`src/rtl/ahb_slave_mem.sv`:
```
// AHB-Lite register-memory responder: programmable wait states, two-cycle ERROR responses.
// Optional sub-word (byte/halfword) access is enabled by defining AHB_SLAVE_SUBWORD_EN.
module ahb_slave_mem #(
  parameter int ADDR_WIDTH  = 6,
  parameter int WAIT_STATES = 1
) (
  input  logic        hclk,
  input  logic        hresetn,
  input  logic        hsel,
  input  logic [31:0] haddr,
  input  logic [1:0]  htrans,
  input  logic        hwrite,
  input  logic [2:0]  hsize,
  input  logic [31:0] hwdata,
  input  logic        hready,
  output logic        hreadyout,
  output logic        hresp,
  output logic [31:0] hrdata
);

  localparam int IW    = ADDR_WIDTH - 2;
  localparam int WORDS = 1 << IW;

  typedef enum logic [1:0] {ST_IDLE, ST_WAIT, ST_ERR1, ST_ERR2} state_t;

  state_t        state;
  logic [1:0]    wait_cnt;
  logic          dp_vld;
  logic          dp_write;
  logic [IW-1:0] dp_idx;
  logic [2:0]    dp_size;
  logic [1:0]    dp_lane;
  logic [31:0]   mem [WORDS];

  logic       accept;
  logic       legal;
  logic       commit;
  logic [3:0] byte_en;

  // Only accept while this slave is itself ready (IDLE/ERR2); hready alone is the bus view.
  assign accept = hsel & hready & htrans[1] & hreadyout;

`ifdef AHB_SLAVE_SUBWORD_EN
  always_comb begin
    legal = 1'b0;
    case (hsize)
      3'b000:  legal = 1'b1;
      3'b001:  legal = (haddr[0] == 1'b0);
      3'b010:  legal = (haddr[1:0] == 2'b00);
      default: legal = 1'b0;
    endcase
  end

  always_comb begin
    byte_en = 4'h0;
    case (dp_size)
      3'b000:  byte_en = 4'b0001 << dp_lane;
      3'b001:  byte_en = 4'b0011 << dp_lane;
      default: byte_en = 4'b1111;
    endcase
  end

  logic unused_bits;
  assign unused_bits = ^{haddr[31:ADDR_WIDTH], htrans[0]};
`else
  assign legal   = (hsize == 3'b010) && (haddr[1:0] == 2'b00);
  assign byte_en = 4'b1111;

  logic unused_bits;
  assign unused_bits = ^{haddr[31:ADDR_WIDTH], htrans[0], dp_size, dp_lane};
`endif

  // A legal data phase completes on the IDLE cycle that follows the accept or the wait run.
  assign commit = dp_vld & dp_write & (state == ST_IDLE);

  always_ff @(posedge hclk or negedge hresetn) begin
    if (!hresetn) begin
      state     <= ST_IDLE;
      hreadyout <= 1'b1;
      hresp     <= 1'b0;
      wait_cnt  <= 2'd0;
      dp_vld    <= 1'b0;
      dp_write  <= 1'b0;
      dp_idx    <= '0;
      dp_size   <= 3'b000;
      dp_lane   <= 2'b00;
    end else begin
      case (state)
        ST_IDLE, ST_ERR2: begin
          if (accept) begin
            dp_vld   <= legal;
            dp_write <= hwrite;
            dp_idx   <= haddr[ADDR_WIDTH-1:2];
            dp_size  <= hsize;
            dp_lane  <= haddr[1:0];
            if (!legal) begin
              state     <= ST_ERR1;
              hreadyout <= 1'b0;
              hresp     <= 1'b1;
            end else if (WAIT_STATES > 0) begin
              state     <= ST_WAIT;
              wait_cnt  <= 2'(WAIT_STATES);
              hreadyout <= 1'b0;
              hresp     <= 1'b0;
            end else begin
              state     <= ST_IDLE;
              hreadyout <= 1'b1;
              hresp     <= 1'b0;
            end
          end else begin
            dp_vld    <= 1'b0;
            state     <= ST_IDLE;
            hreadyout <= 1'b1;
            hresp     <= 1'b0;
          end
        end
        ST_WAIT: begin
          if (wait_cnt <= 2'd1) begin
            state     <= ST_IDLE;
            wait_cnt  <= 2'd0;
            hreadyout <= 1'b1;
          end else begin
            wait_cnt <= wait_cnt - 2'd1;
          end
        end
        ST_ERR1: begin
          state     <= ST_ERR2;
          hreadyout <= 1'b1;
          hresp     <= 1'b1;
        end
        default: begin
          state     <= ST_IDLE;
          hreadyout <= 1'b1;
          hresp     <= 1'b0;
        end
      endcase
    end
  end

  always_ff @(posedge hclk or negedge hresetn) begin
    if (!hresetn) begin
      for (int i = 0; i < WORDS; i++) mem[i] <= 32'h0;
    end else if (commit) begin
      for (int b = 0; b < 4; b++)
        if (byte_en[b]) mem[dp_idx][8*b +: 8] <= hwdata[8*b +: 8];
    end
  end

  assign hrdata = (dp_vld && !dp_write) ? mem[dp_idx] : 32'h0;

endmodule

```
`config.mk`:
```
export PLATFORM = sky130hd
export DESIGN_NAME = ahb_slave_mem
export DESIGN_NICKNAME = d
export VERILOG_FILES = /design/src/rtl/ahb_slave_mem.sv
export SDC_FILE = /design/constraint.sdc
export NUM_CORES = 1
export LEC_CHECK = 0
export BUFFER_PORTS_ARGS = -buffer_cell sky130_fd_sc_hd__buf_2
export CAP_MARGIN = 25
export CORE_ASPECT_RATIO = 1.4
export CORE_MARGIN = 4
export CORE_UTILIZATION = 35
export CTS_CLUSTER_DIAMETER = 100
export DETAILED_ROUTE_END_ITERATION = 7
export GPL_TIMING_DRIVEN = 0
export PLACE_DENSITY = 0.61
export SYNTH_ARGS = -nofsm -noshare
export SYNTH_HDL_FRONTEND = slang
export SYNTH_SLANG_ARGS = --single-unit
```
`constraint.sdc`:
```
create_clock -name hclk -period 3.2 [get_ports hclk]
set_clock_uncertainty 0.15 [all_clocks]
set_input_delay 0.16 -clock hclk [delete_from_list [all_inputs] [get_ports hclk]]
set_output_delay 0.16 -clock hclk [all_outputs]
set_load 0.005 [all_outputs]
```
==> summary.md <==
| Metric | Value |
|---|---|
| Setup bufs post-CTS | `0` |
| Max_slew headroom | `0.3115` |
| Achievable frequency | `323.4 MHz` |
| First-pass GRT wire length | `105100 um` |
| Hold Vio Cnt, Final | `0` |
| Vias in the first global route | `15930` |
| # H-tree levels | `2` |
| Share of async-settable or async-resettable flops after synthesis | `1.000` |
| Unrepaired setup endpoints after global routing | `no` |
| DRT antenna net count | `0` |
| Ys flop type | `dfrtp_1` |
| Synth area leader | `dfrtp_1` |
| Synth cell types | `35` |
| Post-Synth Simple-Gate Area | `0.01360` |
| Nets | `1838` |
| Max-Cap Viols | `0` |
| Critical Path RT | `2890 ps` |
| Synth top area cells | `dfrtp_1, mux2_2, mux4_2` |
| Adder-Cell Fraction of Synth Area | `0.002109` |
| Largest net degree at the start of global routing | `129` |
| Crit. End Element | `output pin` |
| Fin crit period | `3093 ps` |
| Area Growth Syn to Fin | `17.08%` |
| DRT Pass-1 Iters | `5` |
| Critical path launch point type | `flip-flop` |
| Cell Area, Placed | `25480 um^2` |
| Root Driver | `clkbuf_16` |
| Seq cells post-synth | `524` |
| Sequential-to-total area share from yosys stat | `0.5526` |
| Number of synthesized flops with an enable pin | `0` |
| Die H | `316.1 um` |
| Design Area, Final | `27790 um^2` |
| Fillers | `6136` |
| CP max FO | `10` |
| Worst r2r dst | `mem[51]` |
| Mux cell area share after synthesis | `0.3625` |
| Post-synthesis compound-gate area fraction | `0.04154` |
| Worst VDD drop | `0.4384 mV` |
| Vias per cell | `5.505` |
| Least-Margin Pin Slew | `1033 ps` |
| CP arrival | `2780 ps` |
| Syn Nets | `1647` |
| Layout cells sized above 1 | `0.4978` |
| Syn Inst Count | `1569` |
| Core area | `66980 um^2` |
| Largest family of logic cells by synthesized area | `multiplexers` |
| Number of synthesis warnings | `0` |
| Vias | `14620` |
| Critical R2R Launch | `state[1]` |
| Mapped cell area | `23730 um^2` |
| Worst-case reg-to-reg path depth | `7` |
| HPWL Detailed | `47230 um` |
| Clock-pin slew on the worst setup and hold paths | `60 ps` |
| Total Wirelength | `71140 um` |
| Final setup TNS | `0 ps` |
| RePlAce Congestion | `0.8721` |
| GRT overflow | `0` |
| Max Slew Vio Count | `0` |
| CTS tree | `done` |
| Initial antenna violation count | `3` |
| 1st-iter DRT viols | `910` |
| # setup viols final | `0` |
| Drt wl/cell | `26.79 um` |
| Initial Util | `0.3543` |
| Num rows | `112` |
| Setup CP Type | `reg2out` |
| Die ar. | `72100 um^2` |
| Hold WC Path Type | `in2async` |
| GRT Total Usage | `0.1949` |
| Average cell area after synthesis | `15.13 um^2` |
| Post-synth top area share | `0.5515` |
| R2R Setup Slk | `240 ps` |
| Cts bufs inserted | `50` |
| Pwr Density | `570.7 nW/um^2` |
| I/O Buffers | `80` |
| Clk Latency, worst-skew pair | `570 ps` |
| CTS sink count | `524` |
| Max Buffers Root-to-Sink | `3` |
| I/O pins | `108` |
| Residual DRC | `0` |
| Final period utilization | `0.9664` |
| Area share of xor/xnor cells in the synthesized design | `0` |
| Status | `finished, final reports clean` |
| Chip width | `228.1 um` |
| Leak | `12.61 nW` |
[layer usage]
metal  vias up  GRT usage  part of all wire
met5         -          0                 0
met2       425     0.3418              0.50
met1      7802     0.2391              0.40
li1       6226          -                 -
met4         0    0.09468             0.052
met3       167    0.02498             0.042
[through the flow]
step	power, mW	hold slack, ps	std cells	setup WS, ps	util
after global placement	9.404	259.8	2504	-8422	0.3763
final	15.86	12.91	2656	107.4	0.4148
after floorplan	8.462	-285.6	1569	1051	-
after global routing	16.38	82.04	2655	0.6342	0.4148
after detailed placement	9.519	42.83	2519	-277.1	0.3805
after CTS	15.98	10.96	2654	0.2716	0.4142
[synth_stat cells, types with 3 or more instances]
master	number
buf_2	43
o221ai_1	32
mux2_2	548
nor2b_1	4
nand2b_1	3
mux4_2	64
ha_1	4
buf_1	12
buf_4	19
o21ai_0	35
dfrtp_1	523
nor2_1	10
mux2_1	31
a22oi_1	64
nand2_1	20
clkbuf_1	59
mux2i_1	64
nor2_2	6
nand3_1	3
inv_1	4
[worst max-delay path, cell delays in order (launching register included)]
cell and delay, ps:
dfrtp_1 360, buf_4 160, buf_6 170, buf_6 200, nand2_1 260, buf_4 310, o221ai_1 120, o21ai_0 400
buf_2 210
[cells in the final DEF (no fill, tap or decap), types with 2 or more instances in the layout]
cell           Yosys  final
nand2b_1           3      3
buf_1             12      8
inv_2              2      2
a21oi_1            2      2
buf_2             43    114
clkbuf_16          0     51
dlygate4sd3_1      0     43
bufinv_16          0      7
nor2b_1            4      4
a31oi_1            2      2
a22oi_1           64     64
o21ai_0           35     27
nor2_2             6      6
clkbuf_8           0     13
buf_16             0      4
nor3_4             2      2
clkbuf_4           0      5
inv_1              4      4
or3_4              2      2
buf_4             19     26
nand2_1           20     20
nor2_1            10     10
clkinv_2           0     10
nor3_2             2      2
mux4_2            64     64
o21ai_1            0      7
clkbuf_1          59     49
o221ai_1          32     32
clkbuf_2           0     15
mux2_2           548    548
mux2i_1           64     64
nand3_1            3      3
ha_1               4      4
dfrtp_1          523    523
buf_8              0     12
mux2_1            31     31
buf_6              1      5
[report_power, final]
| part | switching (mW) | internal, mW |
|---|---|---|
| sequential | 0.103 | 6.83 |
| combinational | 1.49 | 1.04 |
| clock | 2.60 | 3.79 |
[timing repair]
action / in CTS / in global routing
resized for setup: 45 / 23
setup endpoints to repair: 32 / 17
hold buffers: 43 / 0
endpoints found under the hold margin: 315 / 0
pin swaps: 0 / 0
[state kept, by name (all words and copies together), names as in the netlist]
register and count:
state 2, hresp 1, hreadyout 1, dp_write 1, mem 512, wait_cnt 2
dp_vld 1, dp_idx 4
[logic make-up (layout without fill, tap and decap cells)]
logic type / after synthesis / after routing
AOI/OAI and AO/OA: 138 / 138
adders and majority gates: 4 / 4
buffers and inverters: 140 / 371
DFF: 524 / 524
muxes: 707 / 707
other: 0 / 1
and+or+nand+nor: 56 / 56
[final cells by class]
| class | instances | area (um^2) | area share |
|---|---|---|---|
| multi-input combinational | 905 | 9965 | 0.3586 |
| sequential | 524 | 13110 | 0.4720 |
| clock inverter | 20 | 287.8 | 0.01036 |
| buffer | 134 | 711.9 | 0.02562 |
| inverter | 6 | 22.52 | 0.0008106 |
| antenna | 1 | 2.502 | 0.00009006 |
| timing repair buffer | 139 | 1127 | 0.04057 |
| tap | 855 | 1070 | 0.03850 |
| clock buffer | 72 | 1485 | 0.05345 |
[worst max-delay path by stage]
stage	startpoint	to	slack, ps	cells past startpoint
floorplan	state[0]	mem[363]	1050	7
global placement	hresetn	mem[29]	-8420	1
detailed placement	dp_idx[0]	hrdata[23]	-280	8
CTS	dp_idx[0]	hrdata[19]	0.3	8
global route	dp_idx[1]	hrdata[21]	0.6	8
finish	dp_idx[0]	hrdata[31]	110	8
No activity file was read; power rests on OpenSTA's default activity.
